## src/rtl/muldiv_pkg.sv

```systemverilog
// Shared definitions for the iterative multiply/divide unit.
// Holds the MIPS funct codes the unit reacts to, the FSM state enum,
// the operation-type enum and small funct classification helpers.
package muldiv_pkg;

  localparam logic [5:0] FN_MFHI  = 6'b010000;
  localparam logic [5:0] FN_MTHI  = 6'b010001;
  localparam logic [5:0] FN_MFLO  = 6'b010010;
  localparam logic [5:0] FN_MTLO  = 6'b010011;
  localparam logic [5:0] FN_MULT  = 6'b011000;
  localparam logic [5:0] FN_MULTU = 6'b011001;
  localparam logic [5:0] FN_DIV   = 6'b011010;
  localparam logic [5:0] FN_DIVU  = 6'b011011;

  typedef enum logic [1:0] {
    IDLE = 2'd0,
    CALC = 2'd1,
    FIX  = 2'd2
  } muldiv_state_t;

  typedef enum logic {
    MUL = 1'b0,
    DIV = 1'b1
  } muldiv_op_t;

  function automatic logic is_muldiv_fn(input logic [5:0] f);
    return (f == FN_MULT) || (f == FN_MULTU) || (f == FN_DIV) || (f == FN_DIVU);
  endfunction

  // Any funct that touches HI/LO; only these can stall the pipeline.
  function automatic logic is_hilo_fn(input logic [5:0] f);
    return is_muldiv_fn(f) || (f == FN_MFHI) || (f == FN_MTHI) ||
           (f == FN_MFLO) || (f == FN_MTLO);
  endfunction

endpackage

```

## src/rtl/muldiv_if.sv

```systemverilog
// Bundle between the ID/EX operand register and the multiply/divide unit.
//   Req_in/Func_in/A_in/B_in : request from the pipeline
//   Stall_out                : hold the ID/EX register this cycle
//   Busy_out/Done_out        : mul/div in flight / HI,LO just updated
//   O_out/Valid_out          : MFHI/MFLO result and its qualifier
interface muldiv_if;
  logic        Req_in;
  logic [5:0]  Func_in;
  logic [31:0] A_in;
  logic [31:0] B_in;
  logic        Stall_out;
  logic        Busy_out;
  logic        Done_out;
  logic [31:0] O_out;
  logic        Valid_out;

  modport master (
    output Req_in, Func_in, A_in, B_in,
    input  Stall_out, Busy_out, Done_out, O_out, Valid_out
  );

  modport slave (
    input  Req_in, Func_in, A_in, B_in,
    output Stall_out, Busy_out, Done_out, O_out, Valid_out
  );
endinterface

```

## src/rtl/muldiv_iter.sv

```systemverilog
// One-bit-per-cycle datapath shared by multiply and divide.
//   clk, rst      : clock, synchronous active-high reset (counter only)
//   load          : latch operand magnitudes and clear the counter
//   step_en       : perform one iteration this cycle
//   is_div        : iteration kind (restoring divide vs shift-add multiply)
//   a_mag, b_mag  : operand magnitudes captured on load
//   hi_res/lo_res : product {hi,lo}, or remainder (hi) / quotient (lo)
//   dvs_zero      : latched divisor is zero
//   last_step     : the step taken this cycle is the 32nd
module muldiv_iter (
  input  logic        clk,
  input  logic        rst,
  input  logic        load,
  input  logic        step_en,
  input  logic        is_div,
  input  logic [31:0] a_mag,
  input  logic [31:0] b_mag,
  output logic [31:0] hi_res,
  output logic [31:0] lo_res,
  output logic        dvs_zero,
  output logic        last_step
);

  // acc: upper product half / partial remainder
  // quo: multiplier being consumed / quotient being built
  logic [31:0] acc_q, acc_d;
  logic [31:0] quo_q, quo_d;
  logic [31:0] dvs_q, dvs_d;
  logic [4:0]  cnt_q, cnt_d;

  logic [32:0] sum;
  logic [32:0] rsh;
  logic [32:0] diff;

  always_comb begin
    acc_d = acc_q;
    quo_d = quo_q;
    dvs_d = dvs_q;
    cnt_d = cnt_q;
    sum   = {1'b0, acc_q} + (quo_q[0] ? {1'b0, dvs_q} : 33'd0);
    rsh   = {acc_q, quo_q[31]};
    // Partial remainder stays below the divisor, so rsh < 2*divisor and
    // bit 32 of the difference is a clean borrow flag.
    diff  = rsh - {1'b0, dvs_q};
    if (load) begin
      acc_d = '0;
      quo_d = a_mag;
      dvs_d = b_mag;
      cnt_d = '0;
    end else if (step_en) begin
      cnt_d = cnt_q + 5'd1;
      if (is_div) begin
        if (!diff[32]) begin
          acc_d = diff[31:0];
          quo_d = {quo_q[30:0], 1'b1};
        end else begin
          acc_d = rsh[31:0];
          quo_d = {quo_q[30:0], 1'b0};
        end
      end else begin
        // {acc,quo} is the 64-bit product register shifted right each step
        acc_d = sum[32:1];
        quo_d = {sum[0], quo_q[31:1]};
      end
    end
  end

  always_ff @(posedge clk) begin
    if (rst) cnt_q <= '0;
    else     cnt_q <= cnt_d;
    acc_q <= acc_d;
    quo_q <= quo_d;
    dvs_q <= dvs_d;
  end

  assign hi_res    = acc_q;
  assign lo_res    = quo_q;
  assign dvs_zero  = (dvs_q == 32'd0);
  assign last_step = step_en && (cnt_q == 5'd31);

endmodule

```

## src/rtl/muldiv_unit.sv

```systemverilog
// Iterative MULT/MULTU/DIV/DIVU unit with architectural HI/LO, servicing
// MFHI/MFLO/MTHI/MTLO, stalling HI/LO instructions while an op is in flight.
//   ref_clk : clock, rising edge
//   reset   : synchronous active-high
//   bus     : request/response bundle (slave side)
module muldiv_unit
  import muldiv_pkg::*;
(
  input  logic     ref_clk,
  input  logic     reset,
  muldiv_if.slave  bus
);

  muldiv_state_t state_q, state_d;
  muldiv_op_t    op_q, op_d;
  logic          neg_res_q, neg_res_d;   // negate product / quotient
  logic          neg_rem_q, neg_rem_d;   // remainder takes sign of A
  logic [31:0]   hi_q, hi_d;
  logic [31:0]   lo_q, lo_d;
  logic [31:0]   o_q, o_d;
  logic          valid_q, valid_d;
  logic          done_q, done_d;

  logic        hilo_fn, accept, start, signed_op;
  logic [31:0] a_mag, b_mag;
  logic [31:0] hi_res, lo_res;
  logic        dvs_zero, last_step;
  logic [63:0] prod_mag, prod_fix;
  logic [31:0] quo_fix, rem_fix;

  assign hilo_fn   = is_hilo_fn(bus.Func_in);
  assign accept    = bus.Req_in && hilo_fn && (state_q == IDLE);
  assign start     = accept && is_muldiv_fn(bus.Func_in);
  assign signed_op = (bus.Func_in == FN_MULT) || (bus.Func_in == FN_DIV);
  assign a_mag     = (signed_op && bus.A_in[31]) ? -bus.A_in : bus.A_in;
  assign b_mag     = (signed_op && bus.B_in[31]) ? -bus.B_in : bus.B_in;

  muldiv_iter u_iter (
    .clk       (ref_clk),
    .rst       (reset),
    .load      (start),
    .step_en   (state_q == CALC),
    .is_div    (op_q == DIV),
    .a_mag     (a_mag),
    .b_mag     (b_mag),
    .hi_res    (hi_res),
    .lo_res    (lo_res),
    .dvs_zero  (dvs_zero),
    .last_step (last_step)
  );

  assign prod_mag = {hi_res, lo_res};
  assign prod_fix = neg_res_q ? -prod_mag : prod_mag;
  assign quo_fix  = neg_res_q ? -lo_res : lo_res;
  assign rem_fix  = neg_rem_q ? -hi_res : hi_res;

  always_comb begin
    state_d   = state_q;
    op_d      = op_q;
    neg_res_d = neg_res_q;
    neg_rem_d = neg_rem_q;
    hi_d      = hi_q;
    lo_d      = lo_q;
    o_d       = o_q;
    valid_d   = 1'b0;
    done_d    = 1'b0;
    case (state_q)
      IDLE: begin
        if (start) begin
          state_d   = CALC;
          op_d      = ((bus.Func_in == FN_MULT) || (bus.Func_in == FN_MULTU)) ? MUL : DIV;
          neg_res_d = signed_op && (bus.A_in[31] ^ bus.B_in[31]);
          neg_rem_d = signed_op && bus.A_in[31];
        end
        if (accept) begin
          case (bus.Func_in)
            FN_MTHI: hi_d = bus.A_in;
            FN_MTLO: lo_d = bus.A_in;
            FN_MFHI: begin o_d = hi_q; valid_d = 1'b1; end
            FN_MFLO: begin o_d = lo_q; valid_d = 1'b1; end
            default: ;
          endcase
        end
      end
      CALC: begin
        if (last_step) state_d = FIX;
      end
      FIX: begin
        state_d = IDLE;
        done_d  = 1'b1;
        if (op_q == MUL) begin
          {hi_d, lo_d} = prod_fix;
        end else if (dvs_zero) begin
          // With a zero divisor every trial subtract succeeds, so the
          // remainder register ends up holding the latched dividend.
          lo_d = 32'hFFFF_FFFF;
          hi_d = hi_res;
        end else begin
          lo_d = quo_fix;
          hi_d = rem_fix;
        end
      end
      default: state_d = IDLE;
    endcase
  end

  always_ff @(posedge ref_clk) begin
    if (reset) begin
      state_q   <= IDLE;
      op_q      <= MUL;
      neg_res_q <= 1'b0;
      neg_rem_q <= 1'b0;
      hi_q      <= '0;
      lo_q      <= '0;
      o_q       <= '0;
      valid_q   <= 1'b0;
      done_q    <= 1'b0;
    end else begin
      state_q   <= state_d;
      op_q      <= op_d;
      neg_res_q <= neg_res_d;
      neg_rem_q <= neg_rem_d;
      hi_q      <= hi_d;
      lo_q      <= lo_d;
      o_q       <= o_d;
      valid_q   <= valid_d;
      done_q    <= done_d;
    end
  end

  assign bus.Stall_out = bus.Req_in && hilo_fn && (state_q != IDLE);
  assign bus.Busy_out  = (state_q != IDLE);
  assign bus.Done_out  = done_q;
  assign bus.O_out     = o_q;
  assign bus.Valid_out = valid_q;

endmodule
```

## src/flat_wrapper.sv

```systemverilog
// flat-port wrapper written by rule: the top's interface ports become plain ports
module muldiv_unit_flat import muldiv_pkg::*;
  (ref_clk, reset, bus_Req_in, bus_Func_in, bus_A_in, bus_B_in, bus_Stall_out, bus_Busy_out, bus_Done_out, bus_O_out, bus_Valid_out);
  muldiv_if bus_i ();
  input  logic ref_clk;
  input  logic reset;
  input wire logic [$bits(bus_i.Req_in)-1:0] bus_Req_in;
  input wire logic [$bits(bus_i.Func_in)-1:0] bus_Func_in;
  input wire logic [$bits(bus_i.A_in)-1:0] bus_A_in;
  input wire logic [$bits(bus_i.B_in)-1:0] bus_B_in;
  output wire logic [$bits(bus_i.Stall_out)-1:0] bus_Stall_out;
  output wire logic [$bits(bus_i.Busy_out)-1:0] bus_Busy_out;
  output wire logic [$bits(bus_i.Done_out)-1:0] bus_Done_out;
  output wire logic [$bits(bus_i.O_out)-1:0] bus_O_out;
  output wire logic [$bits(bus_i.Valid_out)-1:0] bus_Valid_out;
  assign bus_i.Req_in = bus_Req_in;
  assign bus_i.Func_in = bus_Func_in;
  assign bus_i.A_in = bus_A_in;
  assign bus_i.B_in = bus_B_in;
  assign bus_Stall_out = bus_i.Stall_out;
  assign bus_Busy_out = bus_i.Busy_out;
  assign bus_Done_out = bus_i.Done_out;
  assign bus_O_out = bus_i.O_out;
  assign bus_Valid_out = bus_i.Valid_out;
  muldiv_unit u_core (.ref_clk(ref_clk), .reset(reset), .bus(bus_i));
endmodule
```

## config.mk

```make
export PLATFORM = sky130hd
export DESIGN_NAME = muldiv_unit_flat
export DESIGN_NICKNAME = d
export VERILOG_FILES = /design/src/rtl/muldiv_pkg.sv /design/src/rtl/muldiv_if.sv /design/src/rtl/muldiv_iter.sv /design/src/rtl/muldiv_unit.sv /design/src/flat_wrapper.sv
export SDC_FILE = /design/constraint.sdc
export NUM_CORES = 1
export LEC_CHECK = 0
export CAP_MARGIN = 20
export CORE_ASPECT_RATIO = 0.7
export CORE_MARGIN = 8
export CORE_UTILIZATION = 40
export CTS_CLUSTER_DIAMETER = 200
export CTS_CLUSTER_SIZE = 12
export DETAILED_ROUTE_END_ITERATION = 16
export MAX_ROUTING_LAYER = met4
export PLACE_DENSITY_LB_ADDON = 0.25
export SLEW_MARGIN = 0
export SYNTH_ARGS = -nofsm -noshare
export SYNTH_HDL_FRONTEND = slang
export SYNTH_SLANG_ARGS = --single-unit
```

## constraint.sdc

```tcl
create_clock -name ref_clk -period 7.2 [get_ports ref_clk]
set_input_delay 1.44 -clock ref_clk [delete_from_list [all_inputs] [get_ports ref_clk]]
set_output_delay 1.44 -clock ref_clk [all_outputs]
set_load 0.02 [all_outputs]
```

==> results.ini <==
[run_status]
status=complete, no violations

[global_route]
grt_util_all_layers=0.244
antenna_found_initial=0
grt_max_degree=107
grt_pass1_wl_mm=84.2
first_global_vias=14031
gr-total-overflow=0

[worst_setup_path]
crit_family=buffers and inverters
crit_fanout=38
crit_type=in -> out
slowest_delay_ns=0.61
cp.buffers_inverters=3
arrival_ns=3.26
critPathSlowestCell=clkdlybuf4s50_1
endpoint_kind=primary output
cpMostUsedCell=clkdlybuf4s50_1
crit_chain=clkdlybuf4s50_1, nor2b_2, buf_4, nand3b_1, nor2_1, clkdlybuf4s50_1
start_kind=input pin
worst_ep_required_time_ns=5.76

[yosys]
synth_edf_count=64
yosysTopAreaCell=dfxtp_1
post_synth_and_or_nand_nor_area_fraction=0.207
synth_top_cell_area_share=0.184
syn_inst=1925
synth_area_um2=15200
synthFlopType=dfxtp_1
synthArstFlopShare=0
synth_top_family_by_area=compound AO/OA/AOI/OAI gates
synth-seq-area-share=0.310
synth.area.mux_share=0.0289
synth_compound_area_frac=0.250
synth_adder_area_share=0.0602
ys_warn_count=0
ys_top_cells_by_area=dfxtp_1 18%, edfxtp_1 13%, xnor2_1 6.1%
synth-xor-area-share=0.100
ys_ff_latch=204
avgSynthCellArea_um2=7.91
syn_nets=2070
synth_cell_types=76

[clocking]
cts_tree=yes
root_buffer=clkbuf_16
h-tree-depth=1
clkSinkCount=204
cts_resized=0
holdBufCountCts=0
insertion_delay_ns=0.52
clkTransAtPathRegs_ns=0.06
cts_made_buffers=20
clock_tree.buffer_depth=3
post_cts_buffers=0

[timing]
clock.fmax_ghz=0.213
rsz0062_at_grt=no
hold_viol_final=0
clock-skew-final_ns=0.0130
finalCritPeriodShare=0.652
holdWs_ns=0.453
finalSetupViolCount=0
fin_tns_setup_ns=0
slew_headroom=0.242
worst_slew_pin_slew_ns=1.13
min_period_ns=4.70
finalMaxSlewViolations=0

[die]
fp.dieH_um=179
die_area_um2=44700
initial_core_util=0.408
rows=59
coreArea_um2=37400
pin_count=109
die_x_um=249

[cells_and_area]
multi_input_area_um2=9860
fillers=3725
seq_area_um2=4730
area_growth_pct=13.5
antennaDiodeCount=0
final_core_util=0.463
layout-drive-gt1-share=0.0416
final_cell_mix=221 x nand2_1, 184 x nor2_1, 162 x o21ai_0
final_common_cell=nand2_1
fin_nets=2108

[placed_design]
numPortBuffers=108
place_congestion=0.963
dp_hpwl_mm=41.4

[routing]
remaining_drc_errors=0
drt_iter0_drc=1716
drt-pass1-iter-count=6
wirelength_mm=55.6
vias=15264
vias_per_cell=6.21
wire_per_inst_um=22.6
ant_nets=0

[pwr]
p_leak_nw=6.09
power.density_nw_per_um2=237
power_w=0.00409
ir_drop_mv=0.209

[job]
max_cap_violations=0

[hold_path]
hp-class=reg -> reg

[routing by layer]
layer	GRT usage	part of all wire
met2	0.339	0.40
met1	0.356	0.48
met4	0.0428	0.014
met5	-	0
met3	0.0558	0.10
[cells by family after synthesis]
family,after synthesis
flip-flops,204
AND/OR/NAND/NOR,673
buffers and inverters,173
adder cells (fa/ha/maj),72
XOR/XNOR,174
AO/OA/AOI/OAI,585
multiplexers,44
[worst min-delay path: stages, from the launching register on]
cell and delay (ns):
dfxtp_1 0.31, nand2_1 0.05, a21oi_1 0.05
[final timing paths]
| kind | startpoint | to | slack [ns] | cells past startpoint |
|---|---|---|---|---|
| setup / recovery | bus_Func_in[4] | bus_Stall_out | 2.50 | 6 |
| hold / removal | u_core.lo_q[18]$_SDFFE_PP0P_ | u_core.lo_q[18]$_SDFFE_PP0P_ | 0.45 | 2 |
| setup reg to reg | u_core.u_iter.lo_res[31]$_DFFE_PP_ | u_core.u_iter.hi_res[29]$_SDFFE_PP0P_ | 2.62 | 14 |
| hold reg to reg | u_core.lo_q[18]$_SDFFE_PP0P_ | u_core.lo_q[18]$_SDFFE_PP0P_ | 0.45 | 2 |
[through the flow]
stage	setup WS [ns]	std cells	instance area (µm²)
detailed placement	2.48	2427	16700
global placement	2.43	2426	16700
finish	2.50	2457	17300
CTS	2.46	2455	17200
floorplan	3.41	1925	15200
global route	2.37	2457	17300
[cell usage after synthesis (26+ instances only)]
library cell and instances:
mux2i_1 44, nand2_1 221, a211oi_1 28, xnor2_1 106
or3_1 26, ha_1 70, dfxtp_1 140, clkbuf_1 105
a21oi_1 143, o21ai_0 163, o221ai_1 39, nor3_1 48
xor2_1 68, edfxtp_1 64, a311oi_1 35, a21o_1 27
nand3_1 61, nor2_1 185, inv_1 54
[flip-flops by register name, summed over array words and instances, names as in the netlist, 2 cells and up]
signal	count
u_core.bus.O_out	32
u_core.hi_q	32
u_core.lo_q	32
u_core.u_iter.dvs_q	32
u_core.u_iter.hi_res	32
u_core.u_iter.lo_res	32
u_core.u_iter.cnt_q	5
u_core.state_q	2
[final cells by class]
| class | instances | area share |
|---|---|---|
| flip-flops and latches | 204 | 0.273 |
| well taps | 488 | 0.0353 |
| clock buffers | 28 | 0.0319 |
| multi-input cells | 1548 | 0.571 |
| repair buffers | 135 | 0.0766 |
| inverters | 54 | 0.0118 |
[power breakdown]
part | total (W) | internal, W | switching [W]
Clock | 0.000995 | 0.000528 | 0.000467
Sequential | 0.00149 | 0.00126 | 0.000225
Combinational | 0.00161 | 0.000641 | 0.000967
Total | 0.00409 | 0.00243 | 0.00166
Power figures use the tool's default switching activity.
